<file path="src/rtl/camera_pkg.sv">
// -----------------------------------------------------------------------------
// camera_pkg
// Shared definitions for the pixel-domain capture path: the capture FSM state
// type, the RGB332 bit-slice positions taken from each 10-bit channel, and the
// 2x2 ordered-dither matrix used when CAPTURE_WRITER_DITHER_EN is defined.
// No ports (package).
// -----------------------------------------------------------------------------
package camera_pkg;

  typedef enum logic [1:0] {
    IDLE,
    ARMED,
    CAPTURING,
    DONE
  } capture_state_t;

  // RGB332 keeps the top 3 bits of red/green and the top 2 bits of blue
  localparam int RED_MSB   = 9;
  localparam int RED_LSB   = 7;
  localparam int GREEN_MSB = 9;
  localparam int GREEN_LSB = 7;
  localparam int BLUE_MSB  = 9;
  localparam int BLUE_LSB  = 8;

  // 2x2 ordered dither, indexed by {y0, x0}:
  // (0,0)=0, (0,1)=2, (1,0)=3, (1,1)=1
  localparam logic [7:0] DITHER_MATRIX = {2'd1, 2'd3, 2'd2, 2'd0};

  function automatic logic [1:0] dither_offset(input logic y0, input logic x0);
    return DITHER_MATRIX[{y0, x0, 1'b0} +: 2];
  endfunction

  // Sum fits in 11 bits (1023 + 192), so bit 10 flags anything above 1023
  function automatic logic [9:0] saturating_add(input logic [9:0] value,
                                                input logic [10:0] offset);
    logic [10:0] sum;
    sum = {1'b0, value} + offset;
    return sum[10] ? 10'h3FF : sum[9:0];
  endfunction

endpackage

</file>
<file path="src/rtl/capture_writer_if.sv">
// -----------------------------------------------------------------------------
// capture_writer_if
// Pixel bus carried from the capture writer into the RGB332 packer: the three
// 10-bit colour channels plus the low bits of the pixel x/y position that
// select the dither matrix entry.
// Modports: master drives the bus, slave consumes it.
// -----------------------------------------------------------------------------
interface capture_writer_if;

  logic [9:0] red;
  logic [9:0] green;
  logic [9:0] blue;
  logic       x0;
  logic       y0;

  modport master (output red, green, blue, x0, y0);
  modport slave  (input  red, green, blue, x0, y0);

endinterface

</file>
<file path="src/rtl/capture_writer_rgb332_packer.sv">
// -----------------------------------------------------------------------------
// rgb332_packer
// Combinational reduction of a 10-bit-per-channel pixel to RGB332.
// Optional feature: CAPTURE_WRITER_DITHER_EN adds a 2x2 ordered dither
// (red/green +m*32, blue +m*64, saturating at 1023) before truncation.
// Ports:
//   pixel        capture_writer_if.slave  channels and x0/y0
//   packed_data  output [7:0]             {r[9:7], g[9:7], b[9:8]}
// -----------------------------------------------------------------------------
module rgb332_packer
  import camera_pkg::*;
(
  capture_writer_if.slave pixel,
  output logic [7:0]      packed_data
);

  logic [9:0] red_d;
  logic [9:0] green_d;
  logic [9:0] blue_d;

`ifdef CAPTURE_WRITER_DITHER_EN
  logic [1:0] dither_m;

  always_comb begin
    dither_m = dither_offset(pixel.y0, pixel.x0);
    red_d    = saturating_add(pixel.red,   {4'b0, dither_m, 5'b0});
    green_d  = saturating_add(pixel.green, {4'b0, dither_m, 5'b0});
    blue_d   = saturating_add(pixel.blue,  {3'b0, dither_m, 6'b0});
  end
`else
  logic unused_position;

  assign red_d           = pixel.red;
  assign green_d         = pixel.green;
  assign blue_d          = pixel.blue;
  assign unused_position = pixel.x0 ^ pixel.y0;
`endif

  // Truncated low bits are intentionally discarded
  logic unused_low_bits;
  assign unused_low_bits = ^{red_d[RED_LSB-1:0], green_d[GREEN_LSB-1:0],
                             blue_d[BLUE_LSB-1:0]};

  assign packed_data = {red_d[RED_MSB:RED_LSB],
                        green_d[GREEN_MSB:GREEN_LSB],
                        blue_d[BLUE_MSB:BLUE_LSB]};

endmodule

</file>
<file path="src/rtl/capture_writer.sv">
// -----------------------------------------------------------------------------
// capture_writer
// Pixel-domain stage between the crop stage and the image buffer. Runs the
// single-frame capture FSM (IDLE -> ARMED -> CAPTURING -> DONE), packs each
// captured pixel to RGB332 and writes it to the buffer one cycle after it
// arrives. Optional dither: define CAPTURE_WRITER_DITHER_EN.
// Ports:
//   clock_pixel_in, reset_pixel_in (sync, active-high)
//   capture_request_in                      single-cycle capture request
//   pixel_{red,green,blue}_data_in [9:0]    cropped pixel
//   line_valid_in, frame_valid_in           cropped timing
//   buffer_write_{address,data,enable}_out  registered buffer write port
//   capture_busy_out / capture_done_out     ARMED|CAPTURING / DONE
//   captured_pixel_count_out                pixels written this capture
//   overflow_out                            sticky, frame exceeded MAX_PIXELS
// -----------------------------------------------------------------------------
module capture_writer
  import camera_pkg::*;
#(
  parameter int MAX_PIXELS    = 40000,
  parameter int ADDRESS_WIDTH = 16
) (
  input  logic                     clock_pixel_in,
  input  logic                     reset_pixel_in,
  input  logic                     capture_request_in,
  input  logic [9:0]               pixel_red_data_in,
  input  logic [9:0]               pixel_green_data_in,
  input  logic [9:0]               pixel_blue_data_in,
  input  logic                     line_valid_in,
  input  logic                     frame_valid_in,
  output logic [ADDRESS_WIDTH-1:0] buffer_write_address_out,
  output logic [7:0]               buffer_write_data_out,
  output logic                     buffer_write_enable_out,
  output logic                     capture_busy_out,
  output logic                     capture_done_out,
  output logic [ADDRESS_WIDTH-1:0] captured_pixel_count_out,
  output logic                     overflow_out
);

  localparam logic [ADDRESS_WIDTH-1:0] MAX_COUNT = ADDRESS_WIDTH'(MAX_PIXELS);
  localparam logic [ADDRESS_WIDTH-1:0] ONE       = ADDRESS_WIDTH'(1);

  capture_state_t           state;
  logic                     frame_valid_q;
  logic                     line_valid_q;
  logic [ADDRESS_WIDTH-1:0] x_count;
  logic [ADDRESS_WIDTH-1:0] y_count;
  logic                     pixel_valid;
  logic                     frame_start;
  logic                     frame_end;
  logic                     line_end;
  logic                     capture_pixel;
  logic [7:0]               packed_pixel;

  assign pixel_valid = frame_valid_in & line_valid_in;
  assign frame_start = frame_valid_in & ~frame_valid_q;
  assign frame_end   = ~frame_valid_in & frame_valid_q;
  assign line_end    = ~line_valid_in & line_valid_q;

  // The frame_start cycle itself may already carry a pixel, so ARMED treats it
  // as the first capture cycle; otherwise that pixel would be silently lost.
  assign capture_pixel = pixel_valid &
                         ((state == CAPTURING) | ((state == ARMED) & frame_start));

  capture_writer_if pixel_bus ();

  assign pixel_bus.red   = pixel_red_data_in;
  assign pixel_bus.green = pixel_green_data_in;
  assign pixel_bus.blue  = pixel_blue_data_in;
  assign pixel_bus.x0    = x_count[0];
  assign pixel_bus.y0    = y_count[0];

  rgb332_packer u_packer (
    .pixel       (pixel_bus),
    .packed_data (packed_pixel)
  );

  // Capture FSM, position counters and the registered buffer write port.
  // Busy/done are updated alongside each state transition so they always
  // match the registered state.
  always_ff @(posedge clock_pixel_in) begin
    if (reset_pixel_in) begin
      state                    <= IDLE;
      frame_valid_q            <= 1'b0;
      line_valid_q             <= 1'b0;
      x_count                  <= '0;
      y_count                  <= '0;
      buffer_write_address_out <= '0;
      buffer_write_data_out    <= '0;
      buffer_write_enable_out  <= 1'b0;
      capture_busy_out         <= 1'b0;
      capture_done_out         <= 1'b0;
      captured_pixel_count_out <= '0;
      overflow_out             <= 1'b0;
    end else begin
      frame_valid_q           <= frame_valid_in;
      line_valid_q            <= line_valid_in;
      buffer_write_enable_out <= 1'b0;

      if (pixel_valid) begin
        x_count <= x_count + ONE;
      end else if (!line_valid_in) begin
        x_count <= '0;
      end

      if (frame_start) begin
        y_count <= '0;
      end else if (line_end) begin
        y_count <= y_count + ONE;
      end

      case (state)
        IDLE, DONE: begin
          if (capture_request_in) begin
            state                    <= ARMED;
            capture_busy_out         <= 1'b1;
            capture_done_out         <= 1'b0;
            captured_pixel_count_out <= '0;
            overflow_out             <= 1'b0;
          end
        end
        ARMED: begin
          if (frame_start) begin
            state <= CAPTURING;
          end
        end
        CAPTURING: begin
          if (frame_end) begin
            state            <= DONE;
            capture_busy_out <= 1'b0;
            capture_done_out <= 1'b1;
          end
        end
        default: state <= IDLE;
      endcase

      // Pixels beyond buffer capacity are dropped and flagged, count holds
      if (capture_pixel) begin
        if (captured_pixel_count_out < MAX_COUNT) begin
          buffer_write_enable_out  <= 1'b1;
          buffer_write_address_out <= captured_pixel_count_out;
          buffer_write_data_out    <= packed_pixel;
          captured_pixel_count_out <= captured_pixel_count_out + ONE;
        end else begin
          overflow_out <= 1'b1;
        end
      end
    end
  end

endmodule

</file>
<file path="config.mk">
export PLATFORM = sky130hd
export DESIGN_NAME = capture_writer
export DESIGN_NICKNAME = d
export VERILOG_FILES = /design/src/rtl/camera_pkg.sv /design/src/rtl/capture_writer_if.sv /design/src/rtl/capture_writer_rgb332_packer.sv /design/src/rtl/capture_writer.sv
export SDC_FILE = /design/constraint.sdc
export NUM_CORES = 1
export LEC_CHECK = 0
export CAP_MARGIN = 15
export CORE_UTILIZATION = 46
export CTS_BUF_LIST = sky130_fd_sc_hd__clkbuf_16
export DETAILED_ROUTE_END_ITERATION = 8
export PLACE_DENSITY = 0.89
export SETUP_SLACK_MARGIN = 0.3
export SYNTH_ARGS = -nofsm -noshare
export SYNTH_HDL_FRONTEND = slang
export SYNTH_HIERARCHICAL = 1
export SYNTH_SLANG_ARGS = --single-unit
</file>
<file path="constraint.sdc">
create_clock -name clock_pixel_in -period 2.66 [get_ports clock_pixel_in]
set_clock_uncertainty 0.15 [all_clocks]
set_input_delay 0.399 -clock clock_pixel_in [delete_from_list [all_inputs] [get_ports clock_pixel_in]]
set_output_delay 0.399 -clock clock_pixel_in [all_outputs]
set_load 0.005 [all_outputs]
</file>
* Word-level counts from Yosys, hierarchy flattened
Index checks and enable logic that the tools add are counted.
Cells by class: add/sub/neg operators 1, magnitude comparators 1, equal/unequal tests 6, multiplexer cells 19, bitwise operators 9, reductions and logical operators 7
Operators by type and width (number):
- 16-bit 2-to-1 mux | 4
- 16-bit by 1-bit adder with 16-bit output (second input constant) | 1
- 16-bit less-than comparator (second input constant) | 1
- 1-bit 2-to-1 mux | 9
- 2-bit 2-to-1 mux | 3
- 2-bit inequality test (second input constant) | 3
- 2-bit case mux with 3 select lines | 1
- 3-bit AND reduction | 2
- 1-bit AND | 5
- 2-bit equality test (second input constant) | 2
- 1-bit case mux with 2 select lines | 2
- 2-bit OR reduction | 2
- 1-bit NOT | 3
- 2-bit by 1-bit equality test with 1-bit output (second input constant) | 1
- 2-bit logical NOT | 1
- 2-bit AND reduction | 1
- 2-bit nonzero test | 1
- 1-bit bitwise OR | 1
Word-level totals: register bits after elaboration 47, bits of input ports 35, output and inout bits 44, logic and storage cells 52

* Longest topological paths before layout
Gate-level depths: netlist (run 1).
depth in word-level cells 7, mapped depth 8, mapped depth without buffers 6

* By module
Netlist (run 1), hierarchy kept.
By module, submodules not included:
- capture_writer | times used 1, cells each 297, area an instance 2434.8 µm², seq. area each 1001.0 µm²
- rgb332_packer | times used 1, cells each 8, area an instance 60.1 µm², seq. area each 0.0 µm²

* Least setup slack after synthesis (run 1)
OpenSTA, ideal clock, no wires.
path type register to register, start point register captured_pixel_count_out[7], end point register captured_pixel_count_out[10], library setup time 88 ps, arrival time 1903 ps, data required time 2422 ps, path slack 519 ps, stages on the path, launching flop included 7, buffers on the path 2, period minus slack after synthesis 2141 ps, cell sequence dfxtp_1 buf_2 or4_4 a21o_1 buf_6 or3_1 a311oi_2
Between the ends: longest elaborated chain between the ends 3, elaborated cells between the ends (all ways) 4, those cells by class add/sub: 1; order compare: 1; mux: 2
Ends and longest elaborated chain:
- start, declared | line capture_writer.sv:36 | output logic [ADDRESS_WIDTH-1:0] captured_pixel_count_out,
- start signal, assigned | line capture_writer.sv:143 | captured_pixel_count_out <= captured_pixel_count_out + ONE;
- 16-bit by 1-bit adder with 16-bit output / 16-bit less-than comparator (equally long branches) | line capture_writer.sv:143, capture_writer.sv:139
- 16-bit 2-to-1 mux (*) | line capture_writer.sv:139 | if (captured_pixel_count_out < MAX_COUNT) begin
- 16-bit 2-to-1 mux (*) | line capture_writer.sv:138 | if (capture_pixel) begin
Mark *: on every way between the ends. The rest lies on a longest branch, timed or not. A chain may end at the register's enable or synchronous reset.

* Worst setup path after layout (run 1)
start point register captured_pixel_count_out[6], end point register captured_pixel_count_out[0]
Between the ends: longest elaborated chain between the ends 3
Ends and longest elaborated chain (line):
- 16-bit less-than comparator | capture_writer.sv:139
- 16-bit 2-to-1 mux | capture_writer.sv:139
- 16-bit 2-to-1 mux | capture_writer.sv:138
Every way passes these cells.

==> flow_summary.toml, run 1 <==
[outcome]
status = "finished, final reports clean"

[power]
ir_drop_mv = 0.487
p_per_area_nw_per_um2 = 613
leakage_nw = 1.05
power.total_mw = 1.93

[logic_synthesis]
synth_fp_nets = 335
ys_warn_count = 6
synth.avg_cell_area_um2 = 8.08
synth_area_um2 = 2390
syn_inst = 296

[setup_path]
start_kind = "flop"
arrival_ns = 2.33
reg2reg_to = "captured_pixel_count_out[0]$_SDFF_PP0_"
r2r_slack_ns = 0.41
critPathKind = "reg2reg"
crit_path_end_kind = "flop"
r2r_start = "captured_pixel_count_out[6]$_SDFF_PP0_"
crit_required_ns = 2.74
reg2reg_depth = 5
path_max_fanout = 19

[sta]
fmax_mhz = 445
slew_headroom = 0.590
maxSlewViolCount = 0
setup_viol = 0
rsz0062_at_grt = "no"
finalHoldViolations = 0
tightest_slew_ns = 0.616
layout_min_cycle_time_ns = 2.25
period_share = 0.846
tns_ns = 0

[clock_tree]
cts_root_buffer = "clkbuf_16"
clk-insertion-delay-late_ns = 0.29
htree_num_levels = 2
cts_made_buffers = 5
cts_num_sinks = 47
post-cts-setup-buffers = 0
clock_path_buffers = 2
ctsHoldBuffers = 0
clk_pin_slew_ns = 0.07
cts_tree = "yes"

[drt]
drt.antenna.violating_nets = 0
route.detailed.drc = 0
wirelength_um = 6340
drt_iter0_drc = 198
vias_per_cell = 6.06
routedWlPerCell_um = 15.6
vias = 2466
dr.pass1.iters = 5

[place]
dp.cells = 399
dpl.hpwl_um = 4270
gp_congestion = 0.900
port_buffers = 56

[cells_and_area]
fin_util = 0.651
nets = 378
mostFrequentLayoutCells = "clkdlybuf4s50_1, dfxtp_1, nand3_1, o21ai_0, a21oi_1"
fillCellCount = 410
syn2layout_area_growth_pct = 32.0
final_common_cell = "clkdlybuf4s50_1"
instances_no_fill = 407
num_antenna_cells = 0
layout-drive-gt1-share = 0.0971

[min_path]
hp-class = "reg2reg"
min_path_cells = 2
min-delay-start = "buffer_write_address_out[3]$_SDFFE_PP0P_"
holdPathEnd = "buffer_write_address_out[3]$_SDFFE_PP0P_"

[floorplan]
design.core.area_um2 = 4850
initial_utilization = 0.493
io_pins = 79
dieWidth_um = 74.1
rows = 25
die_y_um = 74.1
die-area_um2 = 5490

[flow_run]
drv_cap = 0

[global_routing]
grt_pass1_wl_um = 10300
grt_max_degree = 31
antenna_found_initial = 0
grt_usage = 0.242
grt_pass1_vias = 2291
overflow = 0
## worst max-delay path by stage
stage / from / endpoint / slack (ns) / cells past startpoint
2_1_floorplan: captured_pixel_count_out[7]$_SDFF_PP0_ / captured_pixel_count_out[10]$_SDFF_PP0_ / 0.52 / 6
3_3_place_gp: frame_valid_in / captured_pixel_count_out[2]$_SDFF_PP0_ / 0.32 / 4
3_5_place_dp: frame_valid_in / captured_pixel_count_out[2]$_SDFF_PP0_ / 0.24 / 4
4_1_cts: state[1]$_SDFFE_PP0P_ / captured_pixel_count_out[2]$_SDFF_PP0_ / 0.38 / 6
5_1_grt: state[1]$_SDFFE_PP0P_ / captured_pixel_count_out[2]$_SDFF_PP0_ / 0.32 / 6
6_report: captured_pixel_count_out[6]$_SDFF_PP0_ / captured_pixel_count_out[0]$_SDFF_PP0_ / 0.41 / 5
## area by class of cell
cell class,count,area [um2],area share
clock buffer,5,125,0.0396
clock inverter,3,47.5,0.0151
multi-input combinational,207,1250,0.395
sequential,47,941,0.298
tap,67,83.8,0.0265
inverter,5,18.8,0.00594
timing repair buffer,73,696,0.220
## registers in the layout, summed over array words and instances, names as in the netlist
name	cells
overflow_out	1
buffer_write_data_out	8
state	2
capture_busy_out	1
buffer_write_address_out	16
buffer_write_enable_out	1
frame_valid_q	1
captured_pixel_count_out	16
capture_done_out	1
## per-stage QoR
stage	setup WS, ns	hold WS, ns	instance area (um2)
global route	0.322	0.348	3160
CTS	0.384	0.326	3160
detailed placement	0.239	0.317	2990
global placement	0.321	0.310	2990
finish	0.411	0.324	3160
floorplan	0.519	0.320	2390
## power by group
group | internal, mW | switching, mW
clock network | 0.448 | 0.279
logic | 0.190 | 0.248
registers | 0.746 | 0.0237
## timing repair
action                     in CTS  in global routing
resized for setup               0                  1
hold endpoints to repair        0                  0
setup endpoints to repair       0                  1
## worst max-delay path: stages, from the launching register on
cell     delay [ns]
dfxtp_1        0.32
or4_4          0.55
a21o_1         0.40
buf_4          0.28
or3_1          0.35
a21oi_1        0.14
## routing by layer
layer  global-route usage  up-vias  part of all wire
met4               0.0855        0             0.016
met5                    0        -                 0
li1                     -     1181                 -
met1                0.298     1155              0.42
met2                0.410      117              0.49
met3               0.0610       13             0.077
Note: power is estimated with default switching activity, not from simulation.
==> run 2: changes to the inputs <==
==> constraint.sdc (replaced) <==
create_clock -name clock_pixel_in -period 2.1 [get_ports clock_pixel_in]
set_clock_uncertainty 0.15 [all_clocks]
set_input_delay 0.315 -clock clock_pixel_in [delete_from_list [all_inputs] [get_ports clock_pixel_in]]
set_output_delay 0.315 -clock clock_pixel_in [all_outputs]
set_load 0.005 [all_outputs]
==> run 2 against run 1 <==
  * Core utilization rose by 14 points
  * Die area unchanged
  * Hold slack got worse by 0.0030 ns
  * Global-route usage grew 1.8 points
  * Total power grew 44%
  * Non-clock buffer count is 36 higher
  * Critical path depth stayed put
  * Critical path type unchanged
  * Design area up 21%
  * Maximum frequency rose by 13%
  * Via count increased by 8.1%
  * Register-to-register slack got worse by 0.31 ns
==> flow_summary.toml, run 2 (same netlist as run 1, synthesis figures left out) <==
[outcome]
status = "finished, final reports clean"

[setup_path]
cp.depth = 5
critPathKind = "reg2reg"
slowest_stage = "or4_4"
crit_path_end_kind = "flop"
r2r_start = "captured_pixel_count_out[9]$_SDFF_PP0_"
reg2reg_depth = 5
arrival_ns = 2.06
path_max_fanout = 6
slowest_delay_ns = 0.58
crit_buf_inv = 1
crit_required_ns = 2.16
start_kind = "flop"
startpoint = "captured_pixel_count_out[9]$_SDFF_PP0_"
crit_path_cell_trace = "or4_4 > a21o_4 > buf_12 > or3_1 > a21oi_1"
path_delay_family = "simple AND/OR/NAND/NOR gates"

[drt]
routedWlPerCell_um = 17.6
route.detailed.drc = 0
vias_per_cell = 6.00
wirelength_um = 7810
drt_iter0_drc = 237
drt.antenna.violating_nets = 0
dr.pass1.iters = 5
vias = 2666

[sta]
hold_slack_ns = 0.321
tightest_slew_ns = 0.565
slew_headroom = 0.619
maxSlewViolCount = 0
tns_ns = 0
layout_min_cycle_time_ns = 2.00
fin_ws_ns = 0.102
rsz0062_at_grt = "yes"
period_share = 0.951
finalHoldViolations = 0
setup_viol = 0
fmax_mhz = 501

[power]
power.total_mw = 2.79
ir_drop_mv = 0.568
p_per_area_nw_per_um2 = 728
leakage_nw = 1.34

[clock_tree]
clock_path_buffers = 2
clk_pin_slew_ns = 0.06
ctsHoldBuffers = 0
cts_num_sinks = 47
clk-insertion-delay-late_ns = 0.29
cts_tree = "yes"
htree_num_levels = 2
cts_made_buffers = 5
cts_root_buffer = "clkbuf_16"

[cells_and_area]
mostFrequentLayoutCells = "clkdlybuf4s50_1, dfxtp_1, buf_4, nand3_1, a21oi_1"
num_antenna_cells = 0
final_common_cell = "clkdlybuf4s50_1"
nets = 415
stdcell_area_um2 = 3830
fin_util = 0.790
multi_input_area_um2 = 1470
reg.largest.list = "buffer_write_address_out: 16 flops, captured_pixel_count_out: 16 flops, buffer_write_data_out: 8 flops"
fillCellCount = 313
layout-drive-gt1-share = 0.308
regArea_um2 = 955
syn2layout_area_growth_pct = 60.0
instances_no_fill = 444

[floorplan]
rows = 25
initial_utilization = 0.493
die_y_um = 74.1
design.core.area_um2 = 4850
die-area_um2 = 5490
dieWidth_um = 74.1
io_pins = 79

[min_path]
min-delay-start = "buffer_write_data_out[4]$_SDFFE_PP0P_"
hp-class = "reg2reg"
min_path_cells = 2

[place]
placed_cell_area_um2 = 3100
gp_congestion = 0.839
port_buffers = 56
dpl.hpwl_um = 4560
pre_cts_slack_ns = 0.0871
dp.cells = 413

[global_routing]
grt_usage = 0.260
grt_pass1_wl_um = 11100
overflow = 0
grt_max_degree = 30
antenna_found_initial = 0
grt_pass1_vias = 2351

[flow_run]
drv_cap = 0
-- run 2: cell count changes in the layout (fill, tap and decap cells not counted), sizes merged --
cell | before | now
clkbuf | 5 | 7
bufinv | 1 | 2
a21o | 1 | 2
buf | 18 | 51
bufbuf | 0 | 1
clkinv | 1 | 0
-- run 2: where the power goes --
group / internal [mW] / leakage (nW) / total [mW] / switching [mW]
clock: 0.678 / 0.0952 / 1.02 / 0.338
sequential: 0.949 / 0.385 / 0.992 / 0.0429
combinational: 0.384 / 0.855 / 0.778 / 0.394
-- run 2: final timing paths --
path	to	slack, ns
max	captured_pixel_count_out[0]$_SDFF_PP0_	0.10
min	buffer_write_data_out[4]$_SDFFE_PP0P_	0.32
max reg2reg	captured_pixel_count_out[0]$_SDFF_PP0_	0.10
min reg2reg	buffer_write_data_out[4]$_SDFFE_PP0P_	0.32
-- run 2: final cells by class --
type	instances	area share
clock inverters	3	0.0167
flip-flops and latches	47	0.249
well taps	67	0.0219
clock buffers	5	0.0327
inverters	5	0.00490
multi-input cells	208	0.384
repair buffers	109	0.291
-- run 2: per-layer routing --
metal	share of wire	track usage	up-vias
met3	0.079	0.0542	21
met1	0.38	0.321	1255
met4	0.021	0.0876	0
met2	0.52	0.449	137
li1	-	-	1253
met5	0	0	-
-- run 2: tightest hold or removal path, delay by kind of cell, from the launching register on --
kind | cells | cell delay, ns
AO/OA/AOI/OAI | 2 | 0.10
flip-flops | 1 | 0.32
-- run 2: what timing repair did --
action | CTS | global route
gates cloned | 3 | 2
hold endpoints to repair | 0 | 0
setup endpoints to repair | 43 | 48
gates resized for setup | 36 | 48
pin swaps | 7 | 16
setup buffers | 5 | 13
==> run 3: changes to the inputs <==
--- a/config.mk
+++ b/config.mk
@@ -9,6 +9,7 @@
 export CORE_UTILIZATION = 46
 export CTS_BUF_LIST = sky130_fd_sc_hd__clkbuf_16
 export DETAILED_ROUTE_END_ITERATION = 8
+export HOLD_SLACK_MARGIN = 0.03
 export PLACE_DENSITY = 0.89
 export SETUP_SLACK_MARGIN = 0.3
 export SYNTH_ARGS = -nofsm -noshare
==> results of run 3 <==
Same layout as run 2: the final DEF is identical, and so are final timing and power.
